File: config.mk
export PLATFORM = sky130hd
export DESIGN_NAME = instruction_encoder
export DESIGN_NICKNAME = d
export VERILOG_FILES = /design/src/rtl/instruction_encoder_pkg.sv /design/src/rtl/instruction_encoder_pack.sv /design/src/rtl/instruction_encoder.sv
export SDC_FILE = /design/constraint.sdc
export NUM_CORES = 1
export LEC_CHECK = 0
export CORE_MARGIN = 5
export CORE_UTILIZATION = 45
export CTS_CLUSTER_SIZE = 8
export DETAILED_ROUTE_END_ITERATION = 10
export PLACE_DENSITY = 0.73
export SLEW_MARGIN = 10
export SYNTH_ARGS = -nofsm -noshare
export SYNTH_HDL_FRONTEND = slang
export SYNTH_HIERARCHICAL = 1
export SYNTH_SLANG_ARGS = --single-unit
File: constraint.sdc
create_clock -name clk -period 1.9 [get_ports clk]
set_input_delay 0.38 -clock clk [delete_from_list [all_inputs] [get_ports clk]]
set_output_delay 0.38 -clock clk [all_outputs]
set_load 0.005 [all_outputs]
File: src/rtl/instruction_encoder_pkg.sv
// Shared RV32I encoding definitions: format codes, opcodes, field positions
// and the immediate range helper used by the encoder (and its decoder twin).
package instruction_encoder_pkg;

    localparam int ISA_XLEN = 32;
    localparam int ISA_ILEN = 32;

    typedef enum logic [2:0] {
        FMT_R = 3'd0,
        FMT_I = 3'd1,
        FMT_S = 3'd2,
        FMT_B = 3'd3,
        FMT_U = 3'd4,
        FMT_J = 3'd5
    } instr_format_t;

    localparam logic [6:0] OPCODE_LOAD   = 7'b0000011;
    localparam logic [6:0] OPCODE_OP_IMM = 7'b0010011;
    localparam logic [6:0] OPCODE_AUIPC  = 7'b0010111;
    localparam logic [6:0] OPCODE_STORE  = 7'b0100011;
    localparam logic [6:0] OPCODE_OP     = 7'b0110011;
    localparam logic [6:0] OPCODE_LUI    = 7'b0110111;
    localparam logic [6:0] OPCODE_BRANCH = 7'b1100011;
    localparam logic [6:0] OPCODE_JALR   = 7'b1100111;
    localparam logic [6:0] OPCODE_JAL    = 7'b1101111;

    localparam int OPCODE_LSB = 0;
    localparam int RD_LSB     = 7;
    localparam int FUNCT3_LSB = 12;
    localparam int RS1_LSB    = 15;
    localparam int RS2_LSB    = 20;
    localparam int FUNCT7_LSB = 25;

    // True when imm is a sign-extension of its low 'bits' bits.
    function automatic logic imm_fits(input logic [ISA_XLEN-1:0] imm, input int unsigned bits);
        logic [ISA_XLEN-1:0] hi;
        hi = $unsigned($signed(imm) >>> (bits - 32'd1));
        return (hi == {ISA_XLEN{1'b0}}) || (hi == {ISA_XLEN{1'b1}});
    endfunction

endpackage

File: src/rtl/instruction_encoder_pack.sv
// Combinational packer: decoded fields + full-width immediate -> instruction
// word, plus a flag when the immediate cannot be represented by the format.
module instruction_encoder_pack
    import instruction_encoder_pkg::*;
#(
    parameter int XLEN = 32,
    parameter int ILEN = 32
) (
    input  logic [2:0]      fmt,
    input  logic [6:0]      opcode,
    input  logic [4:0]      rd,
    input  logic [4:0]      rs1,
    input  logic [4:0]      rs2,
    input  logic [2:0]      funct3,
    input  logic [6:0]      funct7,
    input  logic [XLEN-1:0] imm,
    output logic [ILEN-1:0] word,
    output logic            imm_error
);

    // Place each field at its slot; fields a format does not use stay zero.
    always_comb begin
        word      = {ILEN{1'b0}};
        imm_error = 1'b0;
        word[OPCODE_LSB +: 7] = opcode;
        case (fmt)
            FMT_R: begin
                word[RD_LSB +: 5]     = rd;
                word[FUNCT3_LSB +: 3] = funct3;
                word[RS1_LSB +: 5]    = rs1;
                word[RS2_LSB +: 5]    = rs2;
                word[FUNCT7_LSB +: 7] = funct7;
            end
            FMT_I: begin
                word[RD_LSB +: 5]     = rd;
                word[FUNCT3_LSB +: 3] = funct3;
                word[RS1_LSB +: 5]    = rs1;
                word[31:20]           = imm[11:0];
                imm_error             = !imm_fits(imm, 32'd12);
            end
            FMT_S: begin
                word[FUNCT3_LSB +: 3] = funct3;
                word[RS1_LSB +: 5]    = rs1;
                word[RS2_LSB +: 5]    = rs2;
                word[31:25]           = imm[11:5];
                word[11:7]            = imm[4:0];
                imm_error             = !imm_fits(imm, 32'd12);
            end
            FMT_B: begin
                word[FUNCT3_LSB +: 3] = funct3;
                word[RS1_LSB +: 5]    = rs1;
                word[RS2_LSB +: 5]    = rs2;
                word[31]              = imm[12];
                word[30:25]           = imm[10:5];
                word[11:8]            = imm[4:1];
                word[7]               = imm[11];
                imm_error             = !imm_fits(imm, 32'd13) || imm[0];
            end
            FMT_U: begin
                word[RD_LSB +: 5] = rd;
                word[31:12]       = imm[31:12];
                imm_error         = (imm[11:0] != 12'h000);
            end
            FMT_J: begin
                word[RD_LSB +: 5] = rd;
                word[31]          = imm[20];
                word[30:21]       = imm[10:1];
                word[20]          = imm[11];
                word[19:12]       = imm[19:12];
                imm_error         = !imm_fits(imm, 32'd21) || imm[0];
            end
            default: begin
                // Unknown format: emit an all-zero word and flag it.
                word      = {ILEN{1'b0}};
                imm_error = 1'b1;
            end
        endcase
    end

endmodule

File: src/rtl/instruction_encoder.sv
// Two-stage elastic RV32I encoder: S1 holds the packed word and range flag,
// S2 presents word + byte PC to the consumer. valid/ready on both sides.
module instruction_encoder
    import instruction_encoder_pkg::*;
#(
    parameter int              XLEN      = 32,
    parameter int              ILEN      = 32,
    parameter logic [XLEN-1:0] BASE_ADDR = {XLEN{1'b0}}
) (
    input  logic            clk,
    input  logic            reset,
    input  logic            in_valid,
    output logic            in_ready,
    input  logic [2:0]      in_format,
    input  logic [6:0]      in_opcode,
    input  logic [4:0]      in_rd,
    input  logic [4:0]      in_rs1,
    input  logic [4:0]      in_rs2,
    input  logic [2:0]      in_funct3,
    input  logic [6:0]      in_funct7,
    input  logic [XLEN-1:0] in_imm,
    output logic            out_valid,
    input  logic            out_ready,
    output logic [ILEN-1:0] out_instr,
    output logic [XLEN-1:0] out_pc,
    output logic            out_imm_error,
    output logic            error_sticky
);

    logic [ILEN-1:0] pack_word_s;
    logic            pack_err_s;
    logic            s2_adv_s;
    logic            s1_adv_s;
    logic            out_fire_s;
    logic [XLEN-1:0] pc_inc_s;

    logic            s1_valid_r;
    logic [ILEN-1:0] s1_word_r;
    logic            s1_err_r;
    logic            s2_valid_r;
    logic [ILEN-1:0] s2_word_r;
    logic            s2_err_r;
    logic [XLEN-1:0] s2_pc_r;
    logic [XLEN-1:0] pc_r;
    logic            sticky_r;

    instruction_encoder_pack #(
        .XLEN (XLEN),
        .ILEN (ILEN)
    ) u_pack (
        .fmt       (in_format),
        .opcode    (in_opcode),
        .rd        (in_rd),
        .rs1       (in_rs1),
        .rs2       (in_rs2),
        .funct3    (in_funct3),
        .funct7    (in_funct7),
        .imm       (in_imm),
        .word      (pack_word_s),
        .imm_error (pack_err_s)
    );

    assign s2_adv_s   = !s2_valid_r || out_ready;
    assign s1_adv_s   = !s1_valid_r || s2_adv_s;
    assign out_fire_s = s2_valid_r && out_ready;
    assign pc_inc_s   = pc_r + XLEN'(32'd4);
    assign in_ready   = s1_adv_s;

    assign out_valid     = s2_valid_r;
    assign out_instr     = s2_word_r;
    assign out_pc        = s2_pc_r;
    assign out_imm_error = s2_err_r;
    assign error_sticky  = sticky_r;

    // S1: capture the packed word whenever the stage is free to move.
    always_ff @(posedge clk) begin
        if (reset) begin
            s1_valid_r <= 1'b0;
            s1_word_r  <= {ILEN{1'b0}};
            s1_err_r   <= 1'b0;
        end else if (s1_adv_s) begin
            s1_valid_r <= in_valid;
            s1_word_r  <= pack_word_s;
            s1_err_r   <= pack_err_s;
        end
    end

    // S2 + PC + sticky error: pc_r is the address of the word in S2 (or of the
    // next word when S2 is empty), so an entering word that replaces one being
    // accepted this cycle takes the already-incremented address.
    always_ff @(posedge clk) begin
        if (reset) begin
            s2_valid_r <= 1'b0;
            s2_word_r  <= {ILEN{1'b0}};
            s2_err_r   <= 1'b0;
            s2_pc_r    <= BASE_ADDR;
            pc_r       <= BASE_ADDR;
            sticky_r   <= 1'b0;
        end else begin
            if (out_fire_s) begin
                pc_r <= pc_inc_s;
                if (s2_err_r) begin
                    sticky_r <= 1'b1;
                end
            end
            if (s2_adv_s) begin
                s2_valid_r <= s1_valid_r;
                if (s1_valid_r) begin
                    s2_word_r <= s1_word_r;
                    s2_err_r  <= s1_err_r;
                    s2_pc_r   <= out_fire_s ? pc_inc_s : pc_r;
                end
            end
        end
    end

endmodule

# Yosys cells after proc, flatten, opt, wreduce, memory -nomap -nowiden
# Index checks and enable logic that the tools add are counted.
# word_totals
register_bits	133
out_inout_bits	68
# op_classes
addsub	1
eq_ne	8
muxes	4
n_reduce_logical	22
# op_table
op	count
case mux 25 bit (6 select lines)	1
equality test 32 bit (second input constant)	3
zero test 32 bit	3
adder 32 x 3 -> 32 bit (second input constant)	1
2-to-1 mux 32 bit	1
nonzero test 12 bit	1
logical OR 1 bit	7
2-to-1 mux 7 bit	1
equality test 3 x 2 -> 1 bit (second input constant)	2
equality test 3 bit (second input constant)	2
OR reduction 6 bit	1
zero test 1 bit	5
case mux 1 bit (5 select lines)	1
AND reduction 2 bit	2
equality test 3 x 1 -> 1 bit (second input constant)	1
zero test 3 bit	1
OR reduction 2 bit	1
logical AND 1 bit	1

# Longest topological paths before layout
# depth
ltp_word	5
mapped_depth	8
mapped_depth_nobuf	7

# Modules after synthesis
# Netlist, hierarchy kept.
# by_module_without_submodules
mod	instances	cells_per_inst	area_each_um2
instruction_encoder	1	563	4792.1
instruction_encoder_pack	1	138	808.3

# Least setup slack after synthesis
# OpenSTA, ideal clock, no wires.
# synth_timing
path_type	register to output
from	reg s2_valid_r, in the netlist out_valid
to	out in_ready
arrival_time_ns	1.256
t_required_ns	1.520
path_slack_ns	0.264
path_stages_with_launch	6
cell_sequence	dfxtp_1 nor2b_1 and2_1 buf_2 clkinv_1 clkbuf_1
# synth_via
elab_chain_cells	3
# synth_rtl
element	line_no	source
start: declaration	instruction_encoder.sv:40	logic s2_valid_r;
start signal: assignment	instruction_encoder.sv:107	s2_valid_r <= s1_valid_r;
zero test 1 bit	instruction_encoder.sv:63	assign s2_adv_s = !s2_valid_r || out_ready;
logical OR 1 bit	instruction_encoder.sv:63	
logical OR 1 bit	instruction_encoder.sv:64	assign s1_adv_s = !s1_valid_r || s2_adv_s;
end: declaration	instruction_encoder.sv:13	output logic in_ready,
# Every way passes these cells.

# Worst setup path after layout
# Ends and elaborated chain as after synthesis.

==> results_dict.tcl <==
set metrics [dict create \
    met1_length_um 6500 \
    overflow 0 \
    r2r_start "pc_r[8]$_SDFF_PP0_" \
    antenna_found_initial 0 \
    wl_met2_um 7390 \
    synthCells 701 \
    grt_first_pass_wirelength_um 24700 \
    critPathArrivalTime_ns 1.41 \
    grt_max_degree 49 \
    cts_tree "yes" \
    synth_top_area_cell "dfxtp_1" \
    root_buffer "clkbuf_16" \
    switching_share 0.240 \
    path_buf_inv 2 \
    clkSlewWorstSetupHoldPaths_ns 0.06 \
    seq_area_frac_synth 0.461 \
    grtUsageTotal 0.203 \
    syn_area_mm2 0.00560 \
    gp_congestion 0.910 \
    crit_start "out_valid$_SDFFE_PP0N_" \
    via_count 5346 \
    synthFlopType "dfxtp_1" \
    viasPerCell 5.19 \
    clkPwrFrac 0.471 \
    numCtsBuffers 17 \
    dp_hpwl_um 10800 \
    die_w_um 122 \
    rrSetupSlack_ns 0.12 \
    cp.required_ns 1.52 \
    p_leak_nw 2.93 \
    min_period_ns 1.79 \
    ys_top_cells_by_area "dfxtp_1 (46%), nand2_1 (11%), a21oi_1 (6.7%)" \
    synth-async-reset-ratio 0 \
    area_delta_synth_final_pct 42.2 \
    hp-class "in -> reg" \
    top_layer_used "met4" \
    power_density_mw_per_mm2 860 \
    io_pins 139 \
    final_util 0.658 \
    p_switching_mw 1.64 \
    clock_latency_ns 0.41 \
    grt_pass1_vias 5250 \
    cap_violations 0 \
    timing.fmax_ghz 0.558 \
    finClkSkew_ns 0.0108 \
    synth_most_common_cell "nand2_1" \
    drtIter0Drc 295 \
    syn_avg_cell_area_um2 7.99 \
    ir_drop_mv 0.646 \
    die_area_mm2 0.0148 \
    drt-total-wl_um 15000 \
    crit_fanout 7 \
    rsz0062_at_grt "no" \
    antenna_cells 0 \
    pwr-share-seq 0.419 \
    setup-violations-final 0 \
    endpoint "in_ready" \
    initial_utilization 0.462 \
    core_area_mm2 0.0121 \
    cp-end-kind "output port" \
    postCtsHoldBufs 0 \
    row_count 40 \
    maxSlewViolCount 0 \
    status "finished, final reports clean" \
    critPathTopFamily "flip-flops" \
    ys_ff_latch 129 \
    min_period_over_period 0.943 \
    tns_ns 0 \
    dr.pass1.iters 5 \
    path_depth 4 \
    cpPeakStageDelay_ns 0.38 \
    route.detailed.drc 0 \
    pwr-share-comb 0.111 \
    clkSinkCount 129 \
    port_buffers 136 \
    synth_edf_count 0 \
    synthTopCellsByCount "nand2_1 (165), dfxtp_1 (129), nor2_1 (81), a21oi_1 (75), clkbuf_1 (37)" \
    wire_per_inst_um 14.6 \
    die_h_um 122 \
    drive_gt1_frac 0.114 \
    reg2regPathDepth 5 \
    path_class "reg -> out" \
    yosysWarnings 6 \
    fin_nets 922 \
    htree_levels 4 \
    hold_viol 0 \
    critPathSlowestCell "dfxtp_4" \
    cts_buffer_depth 2 \
    synth.top_cell.area_share 0.461 \
    path_cells "nor2b_2, and2_1, inv_2, dlygate4sd2_1" \
    synth.distinct_cells 49 \
    route.met3.wl_um 1010 \
    ant_nets 0 \
    p_int_mw 5.21 \
    power_mw 6.85 \
    r2r-end "out_pc[16]$_SDFFE_PP0P_" \
    start_kind "flip-flop" \
]
-- per-stage QoR --
| step | hold WS (ns) | area, µm² | setup slack [ns] | std cells |
|---|---|---|---|---|
| finish | 0.376 | 7970 | 0.108 | 1031 |
| floorplan | 0.432 | 5600 | 0.264 | 702 |
| CTS | 0.361 | 7960 | 0.0192 | 1031 |
| global placement | 0.438 | 7350 | -0.364 | 998 |
| detailed placement | 0.443 | 7350 | -0.437 | 998 |
| global route | 0.391 | 7970 | 0.000963 | 1031 |
-- cell type report --
class | count | area [µm²]
multi-input cells | 510 | 2750
clock buffers | 18 | 439
well taps | 168 | 210
flip-flops and latches | 129 | 2590
repair buffers | 178 | 1780
inverters | 14 | 52.6
fillers | 1015 | 4150
clock inverters | 14 | 156
-- power by group through the flow --
stage | Clock (mW) | Sequential [mW] | Combinational, mW
after CTS | 3.27 | 2.87 | 0.760
final | 3.23 | 2.87 | 0.757
after global routing | 3.38 | 2.88 | 0.827
after global placement | 0 | 2.92 | 0.743
after floorplan | 0 | 2.92 | 0.326
after detailed placement | 0 | 2.93 | 0.755
-- routing by layer --
metal	vias to the layer above	track usage
li1	2675	-
met1	2466	0.250
met2	190	0.345
met3	15	0.0617
met4	0	0.0574
met5	-	0
-- state kept, by name (all words and copies together), names as in the netlist --
| register | count |
|---|---|
| out_valid | 1 |
| error_sticky | 1 |
| out_pc | 30 |
| s1_word_r | 32 |
| pc_r | 30 |
| s1_valid_r | 1 |
| out_instr | 32 |
| out_imm_error | 1 |
| s1_err_r | 1 |
-- worst min path at each step --
stage / startpoint / endpoint / slack (ns) / depth (start not counted)
after floorplan: s1_word_r[13]$_SDFFE_PP0P_ / s1_word_r[13]$_SDFFE_PP0P_ / 0.43 / 2
after CTS: reset / pc_r[18]$_SDFF_PP0_ / 0.36 / 2
after global placement: s1_word_r[20]$_SDFFE_PP0P_ / out_instr[20]$_SDFFE_PP0P_ / 0.44 / 2
after global routing: reset / pc_r[19]$_SDFF_PP0_ / 0.39 / 2
final: reset / pc_r[11]$_SDFF_PP0_ / 0.38 / 2
after detailed placement: s1_word_r[23]$_SDFFE_PP0P_ / s1_word_r[23]$_SDFFE_PP0P_ / 0.44 / 2
-- timing repair --
action,CTS,global route
setup buffers,1,0
endpoints found under the setup margin,2,2
resized for setup,6,2
-- logic make-up (layout without fill, tap and decap cells) --
| logic type | Yosys count | count (layout) | synth area share |
|---|---|---|---|
| xor gates and xnor gates | 30 | 30 | 0.0469 |
| other | 1 | 2 | 0.000670 |
| AOI/OAI and AO/OA | 141 | 141 | 0.151 |
| adders and majority gates | 2 | 2 | 0.00402 |
| muxes | 10 | 10 | 0.0183 |
| DFF | 129 | 129 | 0.461 |
| and+or+nand+nor | 325 | 325 | 0.267 |
| buffers and inverters | 63 | 224 | 0.0514 |
-- placed cells by master, fill, tap and decap left out, types with 3 or more instances in the layout --
master	count
a211oi_1	27
and3_1	3
nor3_1	8
a22o_1	5
and4_1	5
clkdlybuf4s50_1	133
o21ai_1	18
a22oi_1	5
clkbuf_16	17
buf_4	34
a21oi_1	75
xor2_1	14
nor4_4	3
clkinv_4	3
and2_1	9
a211oi_2	4
nor4_2	3
nand4_1	13
nand2_1	165
nor4_1	7
dfxtp_1	128
nor2_1	81
nand3_1	15
clkinvlp_4	4
buf_12	8
inv_1	12
inv_6	4
xnor2_1	16
mux2i_1	8
(Power assumes the default switching activity.)
